`src/rtl/tmds_symbol_decoder_if.sv`:
```
// Channel-side bundle of the TMDS symbol decoder: raw deserializer words in,
// decoded symbols and alignment status out.
interface tmds_symbol_decoder_if;
  logic [9:0] raw_word;
  logic       raw_valid;
  logic       out_valid;
  logic       de;
  logic [1:0] ctrl;
  logic [7:0] data;
  logic       locked;
  logic [3:0] offset;
  logic       slip;

  // Source of raw words and consumer of decoded symbols.
  modport master (
    output raw_word, raw_valid,
    input  out_valid, de, ctrl, data, locked, offset, slip
  );

  // The decoder itself.
  modport slave (
    input  raw_word, raw_valid,
    output out_valid, de, ctrl, data, locked, offset, slip
  );
endinterface

```
`src/rtl/tmds_symbol_decoder.sv`:
```
// TMDS channel decoder: bit-slip word alignment on control-token runs,
// then 10b->8b data / 10b->2b control decode with one cycle of latency.
module tmds_symbol_decoder #(
  parameter int CTRL_RUN       = 8,
  parameter int SEARCH_TIMEOUT = 4096,
  parameter int LOCK_TIMEOUT   = 2048,
  parameter int CNT_W          = 13
) (
  input logic                  clk_pixel,
  input logic                  reset_n,
  tmds_symbol_decoder_if.slave bus
);

  typedef enum logic {
    ST_SEARCH,
    ST_LOCKED
  } state_e;

  localparam logic [CNT_W-1:0] RUN_LAST    = CNT_W'(CTRL_RUN - 1);
  localparam logic [CNT_W-1:0] SEARCH_LAST = CNT_W'(SEARCH_TIMEOUT - 1);
  localparam logic [CNT_W-1:0] LOCK_LAST   = CNT_W'(LOCK_TIMEOUT - 1);

  state_e           state_q;
  logic [9:0]       prev_q;
  logic [3:0]       offset_q;
  logic [CNT_W-1:0] run_q;
  logic [CNT_W-1:0] wcnt_q;
  logic [CNT_W-1:0] gap_q;
  logic             out_valid_q;
  logic             de_q;
  logic [1:0]       ctrl_q;
  logic [7:0]       data_q;
  logic             locked_q;
  logic             slip_q;

  logic [19:0] window;
  logic [19:0] shifted;
  logic [9:0]  sym;
  logic        is_ctrl;
  logic [1:0]  ctrl_bits;
  logic [7:0]  d;
  logic [7:0]  dec_data;
  logic [3:0]  offset_d;

  // Bit 0 of prev_q is the oldest bit on the wire; offset k takes the symbol
  // starting k bits before the current word.
  always_comb begin
    window  = {bus.raw_word, prev_q};
    shifted = window >> (5'd10 - {1'b0, offset_q});
    sym     = shifted[9:0];
  end

  // NOTE: every variable assigned here gets a default first so no latch is inferred.
  always_comb begin
    is_ctrl   = 1'b1;
    ctrl_bits = 2'b00;
    unique case (sym)
      10'b1101010100: ctrl_bits = 2'b00;
      10'b0010101011: ctrl_bits = 2'b01;
      10'b0101010100: ctrl_bits = 2'b10;
      10'b1010101011: ctrl_bits = 2'b11;
      default:        is_ctrl   = 1'b0;
    endcase
  end

  always_comb begin
    d           = sym[9] ? ~sym[7:0] : sym[7:0];
    dec_data    = 8'h00;
    dec_data[0] = d[0];
    for (int i = 1; i < 8; i++) begin
      dec_data[i] = sym[8] ? (d[i] ^ d[i-1]) : ~(d[i] ^ d[i-1]);
    end
  end

  assign offset_d = (offset_q == 4'd9) ? 4'd0 : offset_q + 4'd1;

  // NOTE: sequential state uses non-blocking assignments only, so every
  // register samples the values that existed before this edge.
  always_ff @(posedge clk_pixel or negedge reset_n) begin
    if (!reset_n) begin
      state_q     <= ST_SEARCH;
      prev_q      <= '0;
      offset_q    <= '0;
      run_q       <= '0;
      wcnt_q      <= '0;
      gap_q       <= '0;
      out_valid_q <= 1'b0;
      de_q        <= 1'b0;
      ctrl_q      <= '0;
      data_q      <= '0;
      locked_q    <= 1'b0;
      slip_q      <= 1'b0;
    end else begin
      slip_q <= 1'b0;
      if (!bus.raw_valid) begin
        out_valid_q <= 1'b0;
      end else begin
        prev_q      <= bus.raw_word;
        out_valid_q <= 1'b1;
        de_q        <= ~is_ctrl;
        ctrl_q      <= is_ctrl ? ctrl_bits : 2'b00;
        data_q      <= is_ctrl ? 8'h00 : dec_data;

        unique case (state_q)
          ST_SEARCH: begin
            // A completed run outranks a simultaneous timeout.
            if (is_ctrl && run_q == RUN_LAST) begin
              state_q  <= ST_LOCKED;
              locked_q <= 1'b1;
              run_q    <= '0;
              wcnt_q   <= '0;
              gap_q    <= '0;
            end else if (wcnt_q == SEARCH_LAST) begin
              offset_q <= offset_d;
              slip_q   <= 1'b1;
              run_q    <= '0;
              wcnt_q   <= '0;
            end else begin
              wcnt_q <= wcnt_q + 1'b1;
              run_q  <= is_ctrl ? run_q + 1'b1 : '0;
            end
          end
          ST_LOCKED: begin
            if (is_ctrl) begin
              gap_q <= '0;
            end else if (gap_q == LOCK_LAST) begin
              state_q  <= ST_SEARCH;
              locked_q <= 1'b0;
              offset_q <= offset_d;
              slip_q   <= 1'b1;
              gap_q    <= '0;
              run_q    <= '0;
              wcnt_q   <= '0;
            end else begin
              gap_q <= gap_q + 1'b1;
            end
          end
          default: state_q <= ST_SEARCH;
        endcase
      end
    end
  end

  assign bus.out_valid = out_valid_q;
  assign bus.de        = de_q;
  assign bus.ctrl      = ctrl_q;
  assign bus.data      = data_q;
  assign bus.locked    = locked_q;
  assign bus.offset    = offset_q;
  assign bus.slip      = slip_q;

endmodule

```
`src/flat_wrapper.sv`:
```
// flat-port wrapper written by rule: the top's interface ports become plain ports
module tmds_symbol_decoder_flat 
#(
  parameter int CTRL_RUN       = 8,
  parameter int SEARCH_TIMEOUT = 4096,
  parameter int LOCK_TIMEOUT   = 2048,
  parameter int CNT_W          = 13
)
  (clk_pixel, reset_n, bus_raw_word, bus_raw_valid, bus_out_valid, bus_de, bus_ctrl, bus_data, bus_locked, bus_offset, bus_slip);
  tmds_symbol_decoder_if bus_i ();
  input logic clk_pixel;
  input logic reset_n;
  input wire logic [$bits(bus_i.raw_word)-1:0] bus_raw_word;
  input wire logic [$bits(bus_i.raw_valid)-1:0] bus_raw_valid;
  output wire logic [$bits(bus_i.out_valid)-1:0] bus_out_valid;
  output wire logic [$bits(bus_i.de)-1:0] bus_de;
  output wire logic [$bits(bus_i.ctrl)-1:0] bus_ctrl;
  output wire logic [$bits(bus_i.data)-1:0] bus_data;
  output wire logic [$bits(bus_i.locked)-1:0] bus_locked;
  output wire logic [$bits(bus_i.offset)-1:0] bus_offset;
  output wire logic [$bits(bus_i.slip)-1:0] bus_slip;
  assign bus_i.raw_word = bus_raw_word;
  assign bus_i.raw_valid = bus_raw_valid;
  assign bus_out_valid = bus_i.out_valid;
  assign bus_de = bus_i.de;
  assign bus_ctrl = bus_i.ctrl;
  assign bus_data = bus_i.data;
  assign bus_locked = bus_i.locked;
  assign bus_offset = bus_i.offset;
  assign bus_slip = bus_i.slip;
  tmds_symbol_decoder #(.CTRL_RUN(CTRL_RUN), .SEARCH_TIMEOUT(SEARCH_TIMEOUT), .LOCK_TIMEOUT(LOCK_TIMEOUT), .CNT_W(CNT_W)) u_core (.clk_pixel(clk_pixel), .reset_n(reset_n), .bus(bus_i));
endmodule
```
`config.mk`:
```
export PLATFORM = sky130hd
export DESIGN_NAME = tmds_symbol_decoder_flat
export DESIGN_NICKNAME = d
export VERILOG_FILES = /design/src/rtl/tmds_symbol_decoder_if.sv /design/src/rtl/tmds_symbol_decoder.sv /design/src/flat_wrapper.sv
export SDC_FILE = /design/constraint.sdc
export NUM_CORES = 1
export LEC_CHECK = 0
export ABC_AREA = 1
export BUFFER_PORTS_ARGS = -buffer_cell sky130_fd_sc_hd__buf_2
export CORE_AREA = 2 2 140 87
export CTS_CLUSTER_SIZE = 14
export DETAILED_ROUTE_END_ITERATION = 6
export DIE_AREA = 0 0 142 89
export GPL_TIMING_DRIVEN = 1
export SYNTH_ARGS = -nofsm -noshare
export SYNTH_HDL_FRONTEND = slang
export SYNTH_SLANG_ARGS = --single-unit
```
`constraint.sdc`:
```
create_clock -name clk_pixel -period 8.17 [get_ports clk_pixel]
set_input_delay 0.817 -clock clk_pixel [delete_from_list [all_inputs] [get_ports clk_pixel]]
set_output_delay 0.817 -clock clk_pixel [all_outputs]
set_load 0.1 [all_outputs]
```
; Word-level counts from Yosys, hierarchy flattened
; Index checks and enable logic that the tools add are counted.
[op_classes]
shifts = 1
bitwise = 17
n_eq_ne = 13
n_addsub = 5
n_reduce_logical = 6
muxes = 46
[op_table]
columns = cell, n
row1 = $mux W13, 10
row2 = $pmux W13 S2, 3
row3 = $add A13 B1 Y13 const B, 3
row4 = $eq A10 B10 Y1 const B, 2
row5 = $mux W1, 20
row6 = $mux W4, 5
row7 = $shr A20 B5 Y10, 1
row8 = $mux W8, 2
row9 = $eq A13 B11 Y1 const B, 1
row10 = $eq A13 B12 Y1 const B, 1
row11 = $eq A13 B3 Y1 const B, 1
row12 = $eq A10 B8 Y1 const B, 1
row13 = $eq A10 B9 Y1 const B, 1
row14 = $not A1 Y1, 9
row15 = $not A8 Y8, 1
row16 = $pmux W4 S2, 1
row17 = $xor A1 B1 Y1, 7
row18 = $ne A2 B2 Y1 const B, 3
row19 = $pmux W1 S2, 3
row20 = $pmux W2 S3, 1
row21 = $reduce_and A5 Y1, 1
row22 = $sub A4 B4 Y5 const A, 1
row23 = $add A4 B1 Y4 const B, 1
row24 = $eq A4 B4 Y1 const B, 1
row25 = other kinds (7), 8
[totals]
reg_bits = 68
input_bits = 13
out_inout_bits = 18

; Longest topological paths before layout
[depth]
depth_word = 9
ltp_mapped = 27
ltp_nobuf = 23

; Worst setup path before layout
; Ideal clock, no wire load.
[synth_timing]
kind = reg2reg
from = reg u_core.offset_q[0], in the netlist u_core.bus.offset[0]
to = reg u_core.gap_q[6]
setup_ns = 0.121
setup_slack_ns = 4.214
n_path_buf = 6
arrival_time_ns = 3.836
stages_incl_launch_ff = 26
path_cell_list = dfrtp_1 > buf_6 > inv_4 > buf_2 > ha_1 > buf_4 > inv_2 > buf_4 > buf_2 > o211ai_1 > o21ai_0 > nand2_1 > o211ai_1 > o21ai_0 > nor2_1 > ha_1 > nand2_1 > nor2_1 > nand2_4 > nand2_4 > nand2_2 > nand2_2 > nand2_2 > buf_4 > nand2_1 > o21ai_1
[synth_between]
elab_chain_cells = 8
elab_cells_between_ends = 13
classes_between = add/sub: 1 / eq/ne: 5 / shift: 1 / mux: 3 / reduce/logical: 3
[synth_rtl]
columns = element, line
row1 = start: declaration, tmds_symbol_decoder.sv:25  ; logic [3:0] offset_q;
row2 = start signal: assignment, tmds_symbol_decoder.sv:114  ; offset_q <= offset_d;
row3 = start signal: assignment, tmds_symbol_decoder.sv:129  ; offset_q <= offset_d;
row4 = $sub A4 B4 Y5 *, tmds_symbol_decoder.sv:49  ; shifted = window >> (5'd10 - {1'b0, offset_q});
row5 = $shr A20 B5 Y10 *, tmds_symbol_decoder.sv:49
row6 = $eq A10 B10 Y1 (tied with other cells), tmds_symbol_decoder.sv:57  ; unique case (sym)
row7 = $reduce_or A4 Y1 (no line) *, --
row8 = $mux W1 *, tmds_symbol_decoder.sv:57
row9 = $logic_and A1 B1 Y1, tmds_symbol_decoder.sv:107  ; if (is_ctrl && run_q == RUN_LAST) begin
row10 = $ne A2 B1 Y1 (no line), --
row11 = $reduce_and A2 Y1 (no line), --
row12 = end signal: assignment, tmds_symbol_decoder.sv:135  ; gap_q <= gap_q + 1'b1;
row13 = end: declaration, tmds_symbol_decoder.sv:28  ; logic [CNT_W-1:0] gap_q;
; Every way passes the cells marked *; elsewhere a longest branch is shown, timed or not.
; A chain may end at the register's enable or synchronous reset.

; Worst setup path in the final report
[layout_timing]
from = reg u_core.offset_q[0], in the netlist u_core.bus.offset[0]
to = reg u_core.locked_q, in the netlist u_core.bus.locked
[layout_between]
elab_chain_cells = 8
elab_cells_between_ends = 12
classes_between = add/sub: 1 / eq/ne: 6 / shift: 1 / mux: 1 / reduce/logical: 3
[layout_rtl]
columns = element, line
row1 = $sub A4 B4 Y5 *, tmds_symbol_decoder.sv:49
row2 = $shr A20 B5 Y10 *, tmds_symbol_decoder.sv:49
row3 = $eq A10 B10 Y1 (tied with other cells), tmds_symbol_decoder.sv:57
row4 = $reduce_or A4 Y1 (no line) *, --
row5 = $mux W1 *, tmds_symbol_decoder.sv:57
row6 = $logic_and A1 B1 Y1, tmds_symbol_decoder.sv:107
row7 = $ne A2 B1 Y1 (no line), --
row8 = $reduce_and A4 Y1 (no line) *, --
row9 = end signal: assignment, tmds_symbol_decoder.sv:91  ; locked_q <= 1'b0;
row10 = end signal: assignment, tmds_symbol_decoder.sv:109  ; locked_q <= 1'b1;
row11 = end signal: assignment, tmds_symbol_decoder.sv:128  ; locked_q <= 1'b0;
row12 = end: declaration, tmds_symbol_decoder.sv:33  ; logic locked_q;
; Marked as above.

==> results.sh <==
export IMPL_die_area_um2=12600
export IMPL_yosys_area_top_type="dfrtp_1"
export IMPL_grt_pass1_wl_mm=20.8
export IMPL_setup_worst_path_end_class="register"
export IMPL_worstSetupStartpointType="register"
export IMPL_clock_skew_ns=0.00424
export IMPL_fin_area_um2=5230
export IMPL_vdd_ir_drop_max_uv=166
export IMPL_clock_tree_htree_level_count=3
export IMPL_tritoncts_clock_tree="built"
export IMPL_static_leakage_power_uw=0.00254
export IMPL_syn2layout_area_growth_pct=9.25
export IMPL_cp_arrival_ns=4.86
export IMPL_final_period_utilization=0.572
export IMPL_clk_transition_reported_paths_ns=0.06
export IMPL_synth_cell_area_um2=4790
export IMPL_slew_headroom=0.407
export IMPL_hold_buffers=0
export IMPL_mostFrequentLayoutCells="208 x nand2_1, 91 x nand3_1, 68 x dfrtp_1"
export IMPL_diodes=0
export IMPL_crit_reg2reg_launch="u_core.bus.offset[0]$_DFFE_PN0P_"
export IMPL_critPathMaxStageDelay_ns=0.91
export IMPL_rrSetupSlack_ns=3.49
export IMPL_crit_path_cell_trace="inv_4, ha_1, inv_2, o21ai_0, nand2_1, o211ai_1, o21ai_0, nor2_1, inv_1, ha_1, nand2_1, nor2_1, nand3_2, nand2_4, a21boi_4, nand2_1, nand2_1, o21ai_0"
export IMPL_power_density_normalized_to_cell_area_nw_per_um2=437
export IMPL_fin_nets=728
export IMPL_critPathSlowestCell="dfrtp_1"
export IMPL_postSynthAreaPerCell_um2=7.00
export IMPL_routed_via_density=5.23
export IMPL_die_h_um=89
export IMPL_rsz_0062_raised_after_global_routing="no"
export IMPL_floorplan_core_area_um2=11200
export IMPL_setup_violations=0
export IMPL_timing_critical_path_fanout_max=36
export IMPL_final_std_cells_w_o_fill=848
export IMPL_syn_nets=711
export IMPL_cts_repair_resized=0
export IMPL_slew_viol_final=0
export IMPL_final_setup_worst_slack_ns=3.49
export IMPL_worstPathRequired_ns=8.35
export IMPL_r2r_end="u_core.bus.locked$_DFFE_PN0P_"
export IMPL_whs_endpoint="u_core.bus.data[2]$_DFFE_PN0P_"
export IMPL_worstRegToRegCells=18
export IMPL_layout_min_cycle_time_ns=4.68
export IMPL_cts_num_sinks=68
export IMPL_grt_util_all_layers=0.212
export IMPL_dp_hpwl_mm=9.21
export IMPL_final_layout_size_suffix_gt1_frac=0.107
export IMPL_postPlaceCellArea_um2=4970
export IMPL_drt_antenna_violating_nets=0
export IMPL_number_of_cells_traversed_by_the_worst_hold_path=2
export IMPL_fmax_mhz=214
export IMPL_timing_setup_critical_path_class="register to register"
export IMPL_seqCellArea_um2=1700
export IMPL_globalplace_congestion=0.894
export IMPL_antenna_found_initial=0
export IMPL_critPathMostFrequentCell="nand2_1"
export IMPL_vias_in_the_first_global_route=3984
export IMPL_synth_yosys_warnings=0
export IMPL_route_vias_total=4438
export IMPL_detail_route_wirelength_mm=12.4
export IMPL_layout_filler_cells=1162
export IMPL_worst_slew_pin_slew_ns=0.888
export IMPL_post_place_ws_ns=3.56
export IMPL_finalHoldViolCount=0
export IMPL_std_cell_rows=30
export IMPL_min_path_type="register to register"
export IMPL_synth_top_cell_area_share=0.355
export IMPL_grt_max_degree=69
export IMPL_cts_root_buffer="clkbuf_16"
export IMPL_clock_insertion_delay_worst_skew_ns=0.34
export IMPL_drc=0
export IMPL_hold_path_startpoint="u_core.bus.data[2]$_DFFE_PN0P_"
export IMPL_port_buffer_count=30
export IMPL_num_io_pins=31
export IMPL_globalRoute_totalOverflow=0
export IMPL_first_iter_violations=438
export IMPL_max_cap_viol_count=0
export IMPL_initial_core_util=0.427
export IMPL_yosys_register_bits=68
export IMPL_clock_path_buffers=2
export IMPL_post_synth_main_area_contributors="dfrtp_1 36%, nand2_1 16%, nand3_1 9.5%"
export IMPL_synth_sequential_area_ratio=0.355
export IMPL_postCtsSetupBuffers=0
export IMPL_post_synth_inst_count=684
export IMPL_cts_buffers_inserted=9
export IMPL_floorplan_die_width_um=142
export IMPL_detailedRoute_firstPassIterationCount=5
export IMPL_synthDistinctLibCells=37
export IMPL_wl_per_cell_um=14.7
export IMPL_most_common_cell_after_layout_fill_and_taps_aside="nand2_1"
export IMPL_finalSetupTns_ns=0
export IMPL_multi_input_area_um2=2690
export IMPL_outcome="complete, no violations"
export IMPL_dp_cells=834
## cell families (layout without fill, tap and decap cells)
logic type / count (synthesis) / count (layout) / share of synthesized area
simple gates: 414 / 414 / 0.392
flops: 68 / 68 / 0.355
buf+inv: 89 / 109 / 0.0834
xor+xnor: 28 / 28 / 0.0512
compound gates: 71 / 71 / 0.0818
fa+ha+maj: 14 / 14 / 0.0366
## routing by layer
| metal | global-route usage | wire length [um] | vias to the layer above |
|---|---|---|---|
| met5 | 0 | 0 | - |
| met4 | 0.0491 | 119 | 0 |
| met3 | 0.0418 | 596 | 10 |
| met2 | 0.273 | 4550 | 123 |
| met1 | 0.350 | 7180 | 2034 |
| li1 | - | - | 2271 |
## critical path, delay by kind of cell, from the launching register on
family	cells	cell delay (ns)
AND/OR/NAND/NOR	8	0.87
flip-flops	1	0.91
AO/OA/AOI/OAI	5	1.24
adder cells (fa/ha/maj)	2	0.93
buffers and inverters	3	0.56
## how the worst max path moves through the flow
stage	start	endpoint	slack (ns)
2_1_floorplan	u_core.bus.offset[0]$_DFFE_PN0P_	u_core.gap_q[6]$_DFFE_PN0P_	4.21
3_3_place_gp	u_core.bus.offset[0]$_DFFE_PN0P_	u_core.bus.offset[0]$_DFFE_PN0P_	3.69
3_5_place_dp	u_core.bus.offset[0]$_DFFE_PN0P_	u_core.bus.locked$_DFFE_PN0P_	3.56
4_1_cts	u_core.bus.offset[0]$_DFFE_PN0P_	u_core.bus.locked$_DFFE_PN0P_	3.54
5_1_grt	u_core.bus.offset[0]$_DFFE_PN0P_	u_core.bus.locked$_DFFE_PN0P_	2.94
6_report	u_core.bus.offset[0]$_DFFE_PN0P_	u_core.bus.locked$_DFFE_PN0P_	3.49
## flip-flops by register name (all words and copies together) (netlist names)
signal,count
u_core.run_q,13
u_core.bus.out_valid,1
u_core.state_q,1
u_core.bus.locked,1
u_core.bus.data,8
u_core.bus.de,1
u_core.bus.offset,4
u_core.bus.ctrl,2
u_core.gap_q,13
u_core.prev_q,10
u_core.wcnt_q,13
u_core.bus.slip,1
## per-stage QoR
step	hold WS (ns)	total power, uW	util
3_5_place_dp	0.461	1920	0.443
5_1_grt	0.500	2490	0.466
2_1_floorplan	0.443	1660	-
4_1_cts	0.477	2290	0.466
6_report	0.472	2290	0.466
3_3_place_gp	0.461	1920	0.443
## cell type report
type | instances | area share
sequential | 68 | 0.325
inverter | 63 | 0.0457
timing repair buffer | 32 | 0.0316
multi-input combinational | 527 | 0.514
tap | 144 | 0.0344
clock inverter | 3 | 0.00287
clock buffer | 11 | 0.0464
## where the power goes
| group | switching (uW) | internal (uW) | leakage (uW) |
|---|---|---|---|
| logic | 1040 | 425 | 0.00152 |
| registers | 71.5 | 402 | 0.000892 |
| clock network | 144 | 209 | 0.000131 |
| total | 1250 | 1040 | 0.00254 |
## synth_stat cells (all sizes together)
cell type,count
nand3b,7
or2,6
xor2,24
a311oi,1
nor3,17
inv,63
a21boi,1
nor3b,1
a21oi,5
nand2,220
and3,1
clkbuf,7
nor4,5
ha,14
dfrtp,68
xnor2,4
nand4,16
and2,1
o211ai,5
nand3,94
buf,19
and2b,1
nor2,45
a22oi,1
o21ai,58
No activity file was read; power rests on OpenSTA's default activity.
